<file path="config.mk">
export PLATFORM = sky130hd
export DESIGN_NAME = encode_reg_arith_flat
export DESIGN_NICKNAME = d
export VERILOG_FILES = /design/src/rtl/encode_reg_arith_if.sv /design/src/rtl/encode_reg_arith.sv /design/src/flat_wrapper.sv
export SDC_FILE = /design/constraint.sdc
export NUM_CORES = 1
export LEC_CHECK = 0
export CAP_MARGIN = 20
export CORE_MARGIN = 2
export CORE_UTILIZATION = 61
export DETAILED_ROUTE_END_ITERATION = 12
export MAX_ROUTING_LAYER = met4
export PLACE_DENSITY = 0.95
export RECOVER_POWER = 100
export SLEW_MARGIN = 15
export SYNTH_ARGS = -nofsm -noshare
export SYNTH_HDL_FRONTEND = slang
export SYNTH_SLANG_ARGS = --single-unit
export TNS_END_PERCENT = 30
</file>
<file path="constraint.sdc">
create_clock -name clk -period 8.2 [get_ports clk]
set_input_delay 1.23 -clock clk [delete_from_list [all_inputs] [get_ports clk]]
set_output_delay 1.23 -clock clk [all_outputs]
set_load 0.01 [all_outputs]
</file>
<file path="src/rtl/encode_reg_arith_if.sv">
// -----------------------------------------------------------------------------
// instr_type / encode_reg_arith_if
//
// Purpose
//   instr_type holds the request kind enumeration shared by the R-type
//   arithmetic decoder and this encoder. encode_reg_arith_if bundles the
//   request stream, the output word stream and the status signals of
//   encode_reg_arith.
//
// Interface signals
//   flush      sync clear of FIFO and address counter (producer -> encoder)
//   in_valid   request valid                          (producer -> encoder)
//   in_ready   request accepted when in_valid&&in_ready (encoder -> producer)
//   in_kind    operation kind                         (producer -> encoder)
//   in_rd      destination register                   (producer -> encoder)
//   in_rs1     source register 1                      (producer -> encoder)
//   in_rs2     source register 2                      (producer -> encoder)
//   out_valid  head word valid                        (encoder -> consumer)
//   out_ready  consumer takes head word               (consumer -> encoder)
//   out_instr  assembled instruction word             (encoder -> consumer)
//   out_addr   address stamped on the head word       (encoder -> consumer)
//   illegal    1-cycle pulse on unencodable request   (encoder -> producer)
//   count      current FIFO occupancy                 (encoder -> producer)
//
// Modports
//   master  the producer/consumer side driving requests and out_ready
//   slave   the encoder side
// -----------------------------------------------------------------------------

package instr_type;

    // Values 10..15 have no R-type arithmetic encoding.
    typedef enum logic [3:0] {
        RA_ADD  = 4'd0,
        RA_SUB  = 4'd1,
        RA_SLL  = 4'd2,
        RA_SLT  = 4'd3,
        RA_SLTU = 4'd4,
        RA_XOR  = 4'd5,
        RA_SRL  = 4'd6,
        RA_SRA  = 4'd7,
        RA_OR   = 4'd8,
        RA_AND  = 4'd9
    } reg_arith_kind_t;

endpackage

interface encode_reg_arith_if #(
    parameter int DEPTH  = 4,
    parameter int ADDR_W = 32
);

    localparam int CNT_W = $clog2(DEPTH + 1);

    logic                        flush;
    logic                        in_valid;
    logic                        in_ready;
    instr_type::reg_arith_kind_t in_kind;
    logic [4:0]                  in_rd;
    logic [4:0]                  in_rs1;
    logic [4:0]                  in_rs2;
    logic                        out_valid;
    logic                        out_ready;
    logic [31:0]                 out_instr;
    logic [ADDR_W-1:0]           out_addr;
    logic                        illegal;
    logic [CNT_W-1:0]            count;

    modport master (
        output flush,
        output in_valid,
        output in_kind,
        output in_rd,
        output in_rs1,
        output in_rs2,
        output out_ready,
        input  in_ready,
        input  out_valid,
        input  out_instr,
        input  out_addr,
        input  illegal,
        input  count
    );

    modport slave (
        input  flush,
        input  in_valid,
        input  in_kind,
        input  in_rd,
        input  in_rs1,
        input  in_rs2,
        input  out_ready,
        output in_ready,
        output out_valid,
        output out_instr,
        output out_addr,
        output illegal,
        output count
    );

endinterface

</file>
<file path="src/rtl/encode_reg_arith.sv">
// -----------------------------------------------------------------------------
// encode_reg_arith
//
// Purpose
//   Assembles RV32I OP-class (opcode 7'b0110011) instruction words from a
//   stream of (kind, rd, rs1, rs2) requests, buffers them in a DEPTH-entry
//   FIFO together with a sequential instruction-memory address, and presents
//   them on a valid/ready output stream.
//
// Parameters
//   DEPTH      FIFO entries (power of two, >= 2)
//   ADDR_W     width of out_addr
//   BASE_ADDR  address of the first word after reset or flush
//
// Ports
//   clk        clock, rising edge
//   rst        asynchronous reset, active low
//   bus        encode_reg_arith_if.slave (request stream, word stream,
//              flush, illegal pulse, occupancy count)
// -----------------------------------------------------------------------------

module encode_reg_arith #(
    parameter int                DEPTH     = 4,
    parameter int                ADDR_W    = 32,
    parameter logic [ADDR_W-1:0] BASE_ADDR = '0
) (
    input  logic              clk,
    input  logic              rst,
    encode_reg_arith_if.slave bus
);

    localparam int PTR_W = $clog2(DEPTH);
    localparam int CNT_W = $clog2(DEPTH + 1);

    localparam logic [6:0] OPCODE_OP = 7'b0110011;

    // Kind codes; these mirror instr_type::reg_arith_kind_t.
    localparam logic [3:0] KIND_ADD  = 4'd0;
    localparam logic [3:0] KIND_SUB  = 4'd1;
    localparam logic [3:0] KIND_SLL  = 4'd2;
    localparam logic [3:0] KIND_SLT  = 4'd3;
    localparam logic [3:0] KIND_SLTU = 4'd4;
    localparam logic [3:0] KIND_XOR  = 4'd5;
    localparam logic [3:0] KIND_SRL  = 4'd6;
    localparam logic [3:0] KIND_SRA  = 4'd7;
    localparam logic [3:0] KIND_OR   = 4'd8;
    localparam logic [3:0] KIND_AND  = 4'd9;

    localparam logic [6:0] F7_BASE = 7'b0000000;
    localparam logic [6:0] F7_ALT  = 7'b0100000;

    // True for the ten kinds that have an encoding.
    function automatic logic kind_legal(input logic [3:0] kind);
        logic ok;
        case (kind)
            KIND_ADD, KIND_SUB, KIND_SLL, KIND_SLT, KIND_SLTU,
            KIND_XOR, KIND_SRL, KIND_SRA, KIND_OR,  KIND_AND: ok = 1'b1;
            default:                                          ok = 1'b0;
        endcase
        return ok;
    endfunction

    // Returns {funct7, funct3}; unencodable kinds yield zero and are never enqueued.
    function automatic logic [9:0] kind_funct(input logic [3:0] kind);
        logic [9:0] f;
        case (kind)
            KIND_ADD:  f = {F7_BASE, 3'b000};
            KIND_SUB:  f = {F7_ALT,  3'b000};
            KIND_SLL:  f = {F7_BASE, 3'b001};
            KIND_SLT:  f = {F7_BASE, 3'b010};
            KIND_SLTU: f = {F7_BASE, 3'b011};
            KIND_XOR:  f = {F7_BASE, 3'b100};
            KIND_SRL:  f = {F7_BASE, 3'b101};
            KIND_SRA:  f = {F7_ALT,  3'b101};
            KIND_OR:   f = {F7_BASE, 3'b110};
            KIND_AND:  f = {F7_BASE, 3'b111};
            default:   f = 10'd0;
        endcase
        return f;
    endfunction

    // FIFO payload storage
    logic [31:0]       mem_instr_r [DEPTH];
    logic [ADDR_W-1:0] mem_addr_r  [DEPTH];

    // Control state
    logic [PTR_W-1:0]  wr_ptr_r;
    logic [PTR_W-1:0]  rd_ptr_r;
    logic [CNT_W-1:0]  count_r;
    logic              out_valid_r;
    logic              illegal_r;
    logic [ADDR_W-1:0] addr_cnt_r;

    // Combinational control
    logic [3:0]        kind_s;
    logic [9:0]        funct_s;
    logic [31:0]       word_s;
    logic              in_ready_s;
    logic              accept_s;
    logic              legal_s;
    logic              push_s;
    logic              pop_s;
    logic [CNT_W-1:0]  count_nxt_s;
    logic [31:0]       out_instr_s;
    logic [ADDR_W-1:0] out_addr_s;

    // Request qualification, word assembly and next occupancy.
    always_comb begin
        kind_s      = bus.in_kind;
        funct_s     = kind_funct(kind_s);
        word_s      = {funct_s[9:3], bus.in_rs2, bus.in_rs1, funct_s[2:0], bus.in_rd, OPCODE_OP};
        // in_ready looks only at occupancy and flush, never at out_ready, so a
        // full FIFO refuses a request even if the head is leaving this cycle.
        in_ready_s  = (count_r < CNT_W'(DEPTH)) && !bus.flush;
        accept_s    = bus.in_valid && in_ready_s;
        legal_s     = kind_legal(kind_s);
        push_s      = accept_s && legal_s;
        pop_s       = out_valid_r && bus.out_ready && !bus.flush;
        count_nxt_s = count_r;
        if (bus.flush) begin
            count_nxt_s = '0;
        end else if (push_s && !pop_s) begin
            count_nxt_s = count_r + CNT_W'(1'b1);
        end else if (pop_s && !push_s) begin
            count_nxt_s = count_r - CNT_W'(1'b1);
        end else begin
            count_nxt_s = count_r;
        end
    end

    // Pointers, occupancy, address counter and status flags; flush outranks push/pop.
    always_ff @(posedge clk or negedge rst) begin
        if (!rst) begin
            wr_ptr_r    <= '0;
            rd_ptr_r    <= '0;
            count_r     <= '0;
            out_valid_r <= 1'b0;
            illegal_r   <= 1'b0;
            addr_cnt_r  <= BASE_ADDR;
        end else if (bus.flush) begin
            wr_ptr_r    <= '0;
            rd_ptr_r    <= '0;
            count_r     <= '0;
            out_valid_r <= 1'b0;
            illegal_r   <= 1'b0;
            addr_cnt_r  <= BASE_ADDR;
        end else begin
            if (push_s) begin
                wr_ptr_r   <= wr_ptr_r + PTR_W'(1'b1);
                // Wraps silently modulo 2^ADDR_W.
                addr_cnt_r <= addr_cnt_r + ADDR_W'(3'd4);
            end else begin
                wr_ptr_r   <= wr_ptr_r;
                addr_cnt_r <= addr_cnt_r;
            end
            if (pop_s) begin
                rd_ptr_r <= rd_ptr_r + PTR_W'(1'b1);
            end else begin
                rd_ptr_r <= rd_ptr_r;
            end
            count_r     <= count_nxt_s;
            out_valid_r <= (count_nxt_s != '0);
            illegal_r   <= accept_s && !legal_s;
        end
    end

    // Payload write at the tail; contents are don't-care until pushed, so no reset.
    always_ff @(posedge clk) begin
        if (push_s) begin
            mem_instr_r[wr_ptr_r] <= word_s;
            mem_addr_r[wr_ptr_r]  <= addr_cnt_r;
        end
    end

    // Head presentation, forced to zero while no word is valid.
    always_comb begin
        out_instr_s = 32'd0;
        out_addr_s  = '0;
        if (out_valid_r) begin
            out_instr_s = mem_instr_r[rd_ptr_r];
            out_addr_s  = mem_addr_r[rd_ptr_r];
        end else begin
            out_instr_s = 32'd0;
            out_addr_s  = '0;
        end
    end

    assign bus.in_ready  = in_ready_s;
    assign bus.out_valid = out_valid_r;
    assign bus.out_instr = out_instr_s;
    assign bus.out_addr  = out_addr_s;
    assign bus.illegal   = illegal_r;
    assign bus.count     = count_r;

endmodule

</file>
<file path="src/flat_wrapper.sv">
// flat-port wrapper written by rule: the top's interface ports become plain ports
module encode_reg_arith_flat 
#(
    parameter int                DEPTH     = 4,
    parameter int                ADDR_W    = 32,
    parameter logic [ADDR_W-1:0] BASE_ADDR = '0
)
  (clk, rst, bus_flush, bus_in_valid, bus_in_kind, bus_in_rd, bus_in_rs1, bus_in_rs2, bus_out_ready, bus_in_ready, bus_out_valid, bus_out_instr, bus_out_addr, bus_illegal, bus_count);
  encode_reg_arith_if #(.DEPTH(DEPTH), .ADDR_W(ADDR_W)) bus_i ();
  input  logic clk;
  input  logic rst;
  input wire logic [$bits(bus_i.flush)-1:0] bus_flush;
  input wire logic [$bits(bus_i.in_valid)-1:0] bus_in_valid;
  input wire logic [$bits(bus_i.in_kind)-1:0] bus_in_kind;
  input wire logic [$bits(bus_i.in_rd)-1:0] bus_in_rd;
  input wire logic [$bits(bus_i.in_rs1)-1:0] bus_in_rs1;
  input wire logic [$bits(bus_i.in_rs2)-1:0] bus_in_rs2;
  input wire logic [$bits(bus_i.out_ready)-1:0] bus_out_ready;
  output wire logic [$bits(bus_i.in_ready)-1:0] bus_in_ready;
  output wire logic [$bits(bus_i.out_valid)-1:0] bus_out_valid;
  output wire logic [$bits(bus_i.out_instr)-1:0] bus_out_instr;
  output wire logic [$bits(bus_i.out_addr)-1:0] bus_out_addr;
  output wire logic [$bits(bus_i.illegal)-1:0] bus_illegal;
  output wire logic [$bits(bus_i.count)-1:0] bus_count;
  assign bus_i.flush = bus_flush;
  assign bus_i.in_valid = bus_in_valid;
  assign bus_i.in_kind = bus_in_kind;
  assign bus_i.in_rd = bus_in_rd;
  assign bus_i.in_rs1 = bus_in_rs1;
  assign bus_i.in_rs2 = bus_in_rs2;
  assign bus_i.out_ready = bus_out_ready;
  assign bus_in_ready = bus_i.in_ready;
  assign bus_out_valid = bus_i.out_valid;
  assign bus_out_instr = bus_i.out_instr;
  assign bus_out_addr = bus_i.out_addr;
  assign bus_illegal = bus_i.illegal;
  assign bus_count = bus_i.count;
  encode_reg_arith #(.DEPTH(DEPTH), .ADDR_W(ADDR_W), .BASE_ADDR(BASE_ADDR)) u_core (.clk(clk), .rst(rst), .bus(bus_i));
endmodule
</file>
## After elaboration in Yosys (flattened, before gate mapping)

Memories as Yosys holds them, arrays and structs flattened.
Cells that the tools add are included.

| storage, ports and cells | value |
|---|---|
| flip-flop bits (word level) | 41 |
| memory bits (writable) | 228 |
| bits in read-only memories | 80 |
| bits of input ports | 24 |
| output and inout port bits | 70 |
| logic and storage cells | 47 |
| memories kept | 4 |

| operators by class | value |
|---|---|
| add/sub/neg operators | 5 |
| magnitude comparators | 1 |
| mux-type cells | 16 |
| reductions and logical operators | 15 |

Memories:

| name | words | bits a word | rd ports | clocked after Yosys merged registers in | wr ports | RTL line | source |
|---|---|---|---|---|---|---|---|
| u_core.mem_addr_r | 4 | 32 | 1 | 0 | 1 | encode_reg_arith.sv:84 | `logic [ADDR_W-1:0] mem_addr_r [DEPTH];` |
| u_core.mem_instr_r | 4 | 25 | 1 | 0 | 1 | encode_reg_arith.sv:83 | `logic [31:0] mem_instr_r [DEPTH];` |
| (no name shown) | 16 | 4 | 1 | 0 | 0 | encode_reg_arith.sv:66 | `case (kind)` |
| (no name shown) | 16 | 1 | 1 | 0 | 0 | encode_reg_arith.sv:55 | `case (kind)` |

Operators with widths:

| cell | count |
|---|---|
| 32-bit 2-to-1 mux | 4 |
| 32-bit by 3-bit adder with 32-bit output, second input constant | 1 |
| 3-bit 2-to-1 mux | 4 |
| 1-bit logical AND | 8 |
| 2-bit 2-to-1 mux | 4 |
| 2-bit by 1-bit adder with 2-bit output, second input constant | 2 |
| 1-bit logical NOT | 4 |
| 1-bit 2-to-1 mux | 4 |
| 2-bit nonzero test | 2 |
| 3-bit by 1-bit adder with 3-bit output, second input constant | 1 |
| 3-bit < comparator, second input constant | 1 |
| 3-bit nonzero test | 1 |
| 3-bit by 1-bit subtractor with 3-bit output, second input constant | 1 |

## Depth between registers and ports, before layout

Gate-level depths: netlist (run 1).

| depth | value |
|---|---|
| depth in word-level cells | 11 |
| depth in mapped cells | 8 |
| depth with buffers taken out | 6 |

## Least setup slack after synthesis (run 1)

OpenSTA, ideal clock, no wires.

| timing path | value |
|---|---|
| kind | input to register |
| start | input bus_in_kind[2] |
| end | memory u_core.mem_addr_r[0][10], enable pin |
| setup time | 412 ps |
| data arrival time | 3581 ps |
| data required time | 7788 ps |
| path slack | 4207 ps |
| stages on the path | 6 |
| buffers on the path | 3 |
| cells stage by stage | clkbuf_1 > o21ai_0 > and3_1 > buf_2 > buf_1 > and2_1 |

| on the way | value |
|---|---|
| word-level cells in the longest chain between the ends | 4 |

RTL lines:

| element | RTL line | source |
|---|---|---|
| start, declared | flat_wrapper.sv:14 | `input wire logic [$bits(bus_i.in_kind)-1:0] bus_in_kind;` |
| memory 16 x 1 bit | n/a |  |
| 1-bit logical AND | encode_reg_arith.sv:117 | `push_s = accept_s && legal_s;` |
| 1-bit 2-to-1 mux | encode_reg_arith.sv:169 | `if (push_s) begin` |
| 1-bit 2-to-1 mux (not written as such) | encode_reg_arith.sv:171 | `mem_addr_r[wr_ptr_r] <= addr_cnt_r;` |
| end, declared | encode_reg_arith.sv:84 |  |

Every way passes these cells.

## Worst setup path after layout (run 1)

| timing path | value |
|---|---|
| start | input bus_flush |
| end | output bus_in_ready |

| on the way | value |
|---|---|
| word-level cells in the longest chain between the ends | 2 |

RTL lines:

| element | RTL line | source |
|---|---|---|
| start, declared | flat_wrapper.sv:12 | `input wire logic [$bits(bus_i.flush)-1:0] bus_flush;` |
| 1-bit logical NOT | encode_reg_arith.sv:114 | `in_ready_s = (count_r < CNT_W'(DEPTH)) && !bus.flush;` |
| 1-bit logical AND | encode_reg_arith.sv:114 |  |
| end, declared | flat_wrapper.sv:19 | `output wire logic [$bits(bus_i.in_ready)-1:0] bus_in_ready;` |

Every way passes these cells.

==> out/results.ini, run 1 <==
[critical_path]
cp_slowest_cell = clkbuf_1
crit_type = in2out
cp_cell_sequence = dlygate4sd3_1, clkbuf_1, nor2_1, dlygate4sd3_1
cpMostUsedCell = dlygate4sd3_1
crit_arrival_ns = 4.14
worst-path-buf-inv = 3
start_kind = primary input
cp_max_fo = 42
required_ns = 6.97
max_stage_delay_ns = 1.30
cp_top_family = buffers and inverters
end_kind = primary output

[clocking]
clkLatencyLatePin_ns = 0.51
cts_made_buffers = 24
clock_sinks = 235
cts_tree = built
hold_buffers = 0
post-cts-setup-buffers = 0
cts_buffer_depth = 3
cts-resized-gates = 0
h-tree-depth = 1
clock-root-buffer = clkbuf_16
path_clk_slew_ns = 0.06

[route]
wl_mm = 20.01
vias = 5359
wire_per_inst_um = 22.48
postRouteAntennaNets = 0
viasPerCell = 6.021
drt-initial-drc-count = 670
drc = 0
first_pass_iters = 5

[logic_synthesis]
synth_top_family_by_area = multiplexers
yosys.area_share.simple_pct = 9.371
syn-instance-count = 574
syn_area_um2 = 9681
ys_ff_latch = 235
synthArstFlopShare_pct = 16.60
ys_types = 40
synth_xor_area_share_pct = 2.404
synth_adder_area_share_pct = 1.008
synth_edf_count = 196
ys.warnings.count = 0
ys_dominant_reg_cell = edfxtp_1
synth_compound_area_share_pct = 1.706
yosysSeqAreaShare_pct = 70.88
synth.mux.area_fraction_pct = 11.72
avgSynthCellArea_um2 = 16.87

[status]
violations = max-capacitance violations, max-slew violations
status = finished with violations

[layout]
fin_util_pct = 72.65
nets = 687
areaGrowthSynthToFinish_pct = 17.93
instances_no_fill = 890
antennaDiodeCount = 0
layout_common_cells = 196 x edfxtp_1, 49 x mux4_2, 48 x clkdlybuf4s50_1, 43 x and2_0, 37 x dfrtp_1
drive_gt1_share_pct = 14.84
final_common_cell = edfxtp_1

[global_route]
grt_pass1_wl_mm = 30.89
antenna_found_initial = 0
track_usage_pct = 25.32
overflow = 0
grt_max_degree = 57
grt_pass1_vias = 5654

[placed_design]
place_inst = 845
portBuffers = 82
place_hpwl_mm = 11.38
preCtsSetupSlack_ns = 3.803
place_congestion = 0.8442

[timing]
timing.fmax_mhz = 186.1
slew_violations = 140
post-route-period-util_pct = 65.54
fin_ws_ns = 2.826
finalCriticalPeriod_ns = 5.374
tightest_slew_ns = 2.209
finalHoldViolCount = 0
tns_ns = 0
setup-violations-final = 0
rsz0062_at_grt = no
fin_skew_ns = 0.01170
max_slew_margin_pct = -47.25

[worst_hold_path]
min_path_type = reg2reg

[floorplan]
dieWidth_um = 130.0
coreArea_um2 = 15710
ioPinCount = 94
die_area_um2 = 16890
die_h_um = 130.0
num_rows = 46
start_util_pct = 61.61

[pwr]
ir_drop_v = 0.0001728
power.density_nw_per_um2 = 260.8
power_leakage_uw = 0.003771
power_uw = 2978

[run]
maxCapViolCount = 3

-- cell usage after synthesis, drive strengths merged (2+ instances only) --
cell type,number,area [µm²]
or4,3,26.27
and3,4,25.02
nand3,13,65.06
o21ai,7,35.03
a21oi,13,65.06
xor2,16,140.1
and4,2,17.52
buf,25,157.7
edfxtp,196,5886
and2,55,344.1
clkbuf,19,71.32
mux4,49,1104
xnor2,8,70.07
nor2,33,123.9
a31o,4,35.03
inv,13,48.80
dfrtp,39,975.9
nand4b,2,17.52
ha,7,87.58
or3,7,43.79
mux2i,2,20.02
nand2,24,92.59
nor3,7,35.03
nand4,14,87.58
-- registers in the layout (all words and copies together) (netlist names) --
register,cells
u_core.wr_ptr_r,2
u_core.mem_instr_r,76
u_core.rd_ptr_r,2
u_core.mem_addr_r,120
u_core.bus.illegal,1
u_core.bus.out_valid,1
u_core.addr_cnt_r,30
u_core.bus.count,3
-- worst paths after layout --
path | from | end | slack (ns) | cells after the start
setup reg to reg | u_core.bus.out_valid | u_core.bus.out_valid | 5.17 | 6
max in group asynchronous | rst | u_core.rd_ptr_r[0] | 5.28 | 1
hold reg to reg | u_core.rd_ptr_r[1] | u_core.rd_ptr_r[1] | 0.55 | 2
setup / recovery | bus_flush | bus_in_ready | 2.83 | 4
hold / removal | u_core.rd_ptr_r[1] | u_core.rd_ptr_r[1] | 0.55 | 2
min in group asynchronous | rst | u_core.addr_cnt_r[28] | 1.37 | 1
-- cell type report --
class	instances	area, µm²
flip-flops and latches	235	6867
fillers	888	4297
multi-input cells	292	2584
repair buffers	90	879.6
clock buffers	38	704.4
well taps	216	270.3
clock inverters	6	62.56
inverters	13	48.80
-- metal layers --
| metal | track usage, % | routed length [µm] |
|---|---|---|
| met5 | - | 0 |
| met2 | 44.63 | 10940 |
| met3 | 3.813 | 1283 |
| met1 | 30.54 | 7370 |
| met4 | 7.717 | 416 |
-- where the power goes --
part,total (µW),leakage (µW),internal [µW],switching [µW]
Sequential,1360,0.00227,1320,34.6
Combinational,574,0.00113,317,257
Clock,1040,0.000365,621,424
-- worst register-to-register path, cell delays in order, from the launching register on --
cell      delay [ns]
dfrtp_1         0.32
clkbuf_1        1.48
and2_1          0.43
nand2_1         0.08
mux2i_1         0.20
xnor2_1         0.11
a211o_1         0.29
-- logic make-up (layout without fill, tap and decap cells) --
group                      Yosys count  in the layout
AOI/OAI and AO/OA                   28             28
xor gates and xnor gates            25             25
adders and majority gates            8              8
buffers and inverters               57            147
DFF                                235            235
muxes                               52             52
other                                1             11
and+or+nand+nor                    168            168
-- metrics by stage --
step / hold slack [ns] / cell area (µm²)
2_1_floorplan: 0.4742 / 9718
3_3_place_gp: 0.5253 / 10640
6_report: 0.5458 / 11420
5_1_grt: 0.5915 / 11420
4_1_cts: 0.5496 / 11400
3_5_place_dp: 0.5363 / 10640
Power figures use the tool's default switching activity.
==> run 2, diff against run 1 <==
--- a/config.mk
+++ b/config.mk
@@ -7,10 +7,10 @@
 export LEC_CHECK = 0
 export CAP_MARGIN = 20
 export CORE_MARGIN = 2
-export CORE_UTILIZATION = 61
+export CORE_UTILIZATION = 57
 export DETAILED_ROUTE_END_ITERATION = 12
 export MAX_ROUTING_LAYER = met4
-export PLACE_DENSITY = 0.95
+export PLACE_DENSITY = 0.92
 export RECOVER_POWER = 100
 export SLEW_MARGIN = 15
 export SYNTH_ARGS = -nofsm -noshare
==> constraint.sdc (replaced) <==
create_clock -name clk -period 5.5 [get_ports clk]
set_input_delay 0.825 -clock clk [delete_from_list [all_inputs] [get_ports clk]]
set_output_delay 0.825 -clock clk [all_outputs]
set_load 0.01 [all_outputs]
==> out/results.ini, run 2 (synthesis results as in run 1) <==
[timing]
holdWs_ns = 0.5805
post-route-period-util_pct = 79.27
max_slew_margin_pct = -45.16
slew_violations = 137
rsz0062_at_grt = no
fin_skew_ns = 0.01618
finalCriticalPeriod_ns = 4.360
tns_ns = 0
tightest_slew_ns = 2.177
finalHoldViolCount = 0
timing.fmax_mhz = 229.4
setup-violations-final = 0

[pwr]
p_comb_share_pct = 19.5
p_clk_share_pct = 34.3
intPower_uw = 3312
switchingPower_uw = 1062
power_leakage_uw = 0.003808
sequentialPowerShare_pct = 46.2
p_sw_share_pct = 24.28
power.density_nw_per_um2 = 383.2
ir_drop_v = 0.0002603

[route]
vias = 5257
drc = 0
viasPerCell = 5.867
wl_mm = 19.12
wire_per_inst_um = 21.34
postRouteAntennaNets = 0
first_pass_iters = 5
drt-initial-drc-count = 543

[floorplan]
ioPinCount = 94
die_area_um2 = 18040
die_h_um = 134.3
start_util_pct = 58.37
num_rows = 47
dieWidth_um = 134.3
coreArea_um2 = 16580

[clocking]
path_clk_slew_ns = 0.06
cts_made_buffers = 23
clkLatencyLatePin_ns = 0.51
hold_buffers = 0
cts_tree = built
cts-resized-gates = 0
cts_buffer_depth = 3
post-cts-setup-buffers = 0
h-tree-depth = 1
clock_sinks = 235
clock-root-buffer = clkbuf_16

[status]
violations = max-capacitance violations, max-slew violations
status = finished with violations

[critical_path]
crit_arrival_ns = 3.53
crit_type = in2out
cp_cell_sequence = dlygate4sd3_1, clkbuf_1, nor2_1, clkdlybuf4s50_1
end_kind = primary output
max_stage_delay_ns = 1.32
cp_max_fo = 42
cp_slowest_cell = clkbuf_1
required_ns = 4.68
start_kind = primary input

[layout]
top_regs = u_core.mem_addr_r (120), u_core.mem_instr_r (76), u_core.addr_cnt_r (30)
largest_reg_flops = 120
nets = 690
fill_cells = 1033
areaGrowthSynthToFinish_pct = 17.91
antennaDiodeCount = 0
layout_common_cells = 196 x edfxtp_1, 49 x mux4_2, 43 x clkdlybuf4s50_1, 38 x dlygate4sd3_1, 38 x dfrtp_1
drive_gt1_share_pct = 15.38
final-seq-area_um2 = 6863
final_common_cell = edfxtp_1
regMostFlops = u_core.mem_addr_r
multi_input_area_um2 = 2584

[global_route]
grt_max_degree = 54
antenna_found_initial = 0
grt_pass1_vias = 5322
track_usage_pct = 22.53
overflow = 0
grt_pass1_wl_mm = 30.02

[placed_design]
place_hpwl_mm = 11.85
place_congestion = 0.8371
portBuffers = 82

[run]
maxCapViolCount = 3

[worst_hold_path]
min_path_type = reg2reg

run 2: changes by cell type in the layout (fill, tap and decap cells not counted), moves of 2 or more:
cell,delta
buf_4,+2
clkdlybuf4s50_1,-5
and2_1,+8
dlygate4sd3_1,+5
clkbuf_1,-4
clkinv_2,+7
clkbuf_16,-2
and2_0,-8
clkbuf_8,-3
run 2: cell type report:
class / count / share of cell area, %
Timing Repair Buffer: 94 / 8.111
Sequential cell: 235 / 60.12
Tap cell: 220 / 2.411
Clock inverter: 14 / 1.085
Multi-Input combinational cell: 292 / 22.64
Inverter: 13 / 0.4275
Clock buffer: 28 / 5.207
run 2: stage by stage:
step | power (µW) | cell area (µm²) | cells | worst slack [ns] | utilization, %
floorplan | 2550 | 9718 | 584 | 1.912 | -
global placement | 2915 | 10670 | 852 | 1.619 | 64.31
detailed placement | 2940 | 10690 | 853 | 1.544 | 64.43
CTS | 4432 | 11400 | 895 | 1.646 | 68.76
global route | 4544 | 11410 | 896 | 0.9262 | 68.83
finish | 4374 | 11410 | 896 | 1.140 | 68.83
run 2: power by group through the flow:
stage	Clock [µW]	Sequential [µW]	Combinational, µW
2_1_floorplan	0	2040	514
3_3_place_gp	0	2100	813
5_1_grt	1590	2030	922
4_1_cts	1520	2060	847
3_5_place_dp	0	2100	839
6_report	1500	2020	855
run 2: final timing paths:
check	slack [ns]	from	to	cells past startpoint
max in group asynchronous	3.14	rst	u_core.rd_ptr_r[1]	1
worst max register to register	2.71	u_core.bus.count[2]	u_core.mem_instr_r[1][4]	5
min in group asynchronous	0.95	rst	u_core.addr_cnt_r[24]	1
worst min register to register	0.58	u_core.wr_ptr_r[1]	u_core.wr_ptr_r[1]	2
worst max-delay path	1.14	bus_flush	bus_in_ready	4
worst min-delay path	0.58	u_core.wr_ptr_r[1]	u_core.wr_ptr_r[1]	2
run 2: worst max-delay path: cells and delay by family:
family | cells | cell delay, ns
buf+inv | 3 | 2.44
simple gates | 1 | 0.26
run 2: routing by layer:
layer | track usage [%] | vias to the layer above | routed length [µm]
met1 | 29.39 | 2646 | 7376
li1 | - | 2326 | -
met5 | - | - | 0
met4 | 5.205 | 0 | 427
met3 | 3.250 | 40 | 1277
met2 | 38.21 | 245 | 10040
==> run 3, diff against run 2 <==
==> constraint.sdc (replaced) <==
create_clock -name clk -period 4.6 [get_ports clk]
set_input_delay 0.69 -clock clk [delete_from_list [all_inputs] [get_ports clk]]
set_output_delay 0.69 -clock clk [all_outputs]
set_load 0.01 [all_outputs]
==> out/results.ini, run 3 (synthesis results as in run 1) <==
[status]
status = finished with violations
violations = max-capacitance violations, max-slew violations

[floorplan]
coreArea_um2 = 16580
ioPinCount = 94
die_h_um = 134.3
num_rows = 47
start_util_pct = 58.37
dieWidth_um = 134.3
die_area_um2 = 18040

[route]
drt-initial-drc-count = 658
viasPerCell = 6.037
wire_per_inst_um = 22.19
first_pass_iters = 5
vias = 5385
postRouteAntennaNets = 0
wl_mm = 19.80
drc = 0

[global_route]
overflow = 0
track_usage_pct = 23.17
grt_pass1_vias = 5635
antenna_found_initial = 0
grt_max_degree = 52
grt_pass1_wl_mm = 30.91

[pwr]
power.density_nw_per_um2 = 456.4
ir_drop_v = 0.0003246
power_leakage_uw = 0.003891
power_uw = 5197

[placed_design]
preCtsSetupSlack_ns = 0.9435
portBuffers = 82
place_congestion = 0.7902
place_hpwl_mm = 11.35

[worst_hold_path]
min_path_type = reg2reg

[critical_path]
end_kind = primary output
required_ns = 3.91
start_kind = register
crit_arrival_ns = 3.19
cp_max_fo = 28
crit_type = reg2out

[clocking]
clock-root-buffer = clkbuf_16
clkLatencyLatePin_ns = 0.50
h-tree-depth = 1
cts_made_buffers = 23
path_clk_slew_ns = 0.06
cts-resized-gates = 0
post-cts-setup-buffers = 0
cts_buffer_depth = 3
hold_buffers = 0
clock_sinks = 235
cts_tree = built

[layout]
nets = 687
top_regs = u_core.mem_addr_r (120), u_core.mem_instr_r (76), u_core.addr_cnt_r (30)
final_common_cell = edfxtp_1
largest_reg_flops = 120
multi_input_area_um2 = 2582
antennaDiodeCount = 0
drive_gt1_share_pct = 14.73
regMostFlops = u_core.mem_addr_r
fill_cells = 1012
layout_common_cells = 196 x edfxtp_1, 69 x dlygate4sd3_1, 49 x mux4_2, 49 x and2_1, 37 x dfrtp_1
areaGrowthSynthToFinish_pct = 17.64
final-seq-area_um2 = 6864
fin_util_pct = 68.67

[timing]
setup-violations-final = 0
fin_skew_ns = 0.01273
rsz0062_at_grt = no
tightest_slew_ns = 2.192
post-route-period-util_pct = 84.32
fin_ws_ns = 0.7214
finalCriticalPeriod_ns = 3.879
finalHoldViolCount = 0
timing.fmax_mhz = 257.8
max_slew_margin_pct = -46.12
tns_ns = 0
slew_violations = 40

[run]
maxCapViolCount = 1

==> run 3: cell count changes in the layout (fill, tap and decap cells not counted), moves of 3 or more <==
cell             delta
clkdlybuf4s50_1    -31
clkinv_2            -6
and2_0             -32
dlygate4sd3_1      +31
clkbuf_8            +5
buf_4               -4
clkbuf_2            +3
and2_1             +33
==> run 3: path summary, 6_finish.rpt <==
path                                        from                       end  slack [ns]  cells past startpoint
max in group asynchronous                    rst        u_core.rd_ptr_r[1]        2.36                      1
max                           u_core.rd_ptr_r[0]          bus_out_addr[15]        0.72                      4
min reg2reg                u_core.addr_cnt_r[31]  u_core.mem_addr_r[3][31]        0.57                      0
max reg2reg                  u_core.bus.count[2]  u_core.mem_instr_r[2][0]        1.75                      4
min                        u_core.addr_cnt_r[31]  u_core.mem_addr_r[3][31]        0.57                      0
min in group asynchronous                    rst     u_core.addr_cnt_r[26]        0.84                      1
==> run 3: worst max-delay path, cell delays in order (launching register included) <==
cell and delay (ns):
dfrtp_2 1.00, buf_12 0.31, mux4_2 0.54, and2_1 0.20, dlygate4sd3_1 0.62
==> run 3: through the flow <==
stage,instance area (µm²),hold WS (ns),instances
floorplan,9718,0.3944,584
global placement,10700,0.5247,850
detailed placement,10700,0.5298,850
CTS,11420,0.3401,891
global route,11390,0.5775,892
finish,11390,0.5665,892
==> run 3: report_power, final <==
part	total (µW)	internal (µW)	leakage, µW	switching, µW
clock	1790	1040	0.000355	745
combinational	953	536	0.00126	417
sequential	2460	2360	0.00227	98.8
==> run 3: layer usage <==
| layer | wire [µm] | part of all wire [%] | global-route usage [%] | vias up |
|---|---|---|---|---|
| met1 | 7721 | 39 | 29.11 | 2752 |
| met3 | 1243 | 6.3 | 3.515 | 53 |
| met4 | 576 | 2.9 | 8.889 | 0 |
| li1 | - | - | - | 2309 |
| met2 | 10250 | 52 | 38.61 | 271 |
| met5 | 0 | 0 | - | - |
==> run 3: area by class of cell <==
class                      instances  share of cell area, %
inverter                          13                 0.4285
clock inverter                     3                 0.1648
multi-input combinational        292                  22.68
timing repair buffer              91                  7.866
clock buffer                      38                  6.174
sequential                       235                  60.27
tap                              220                  2.417
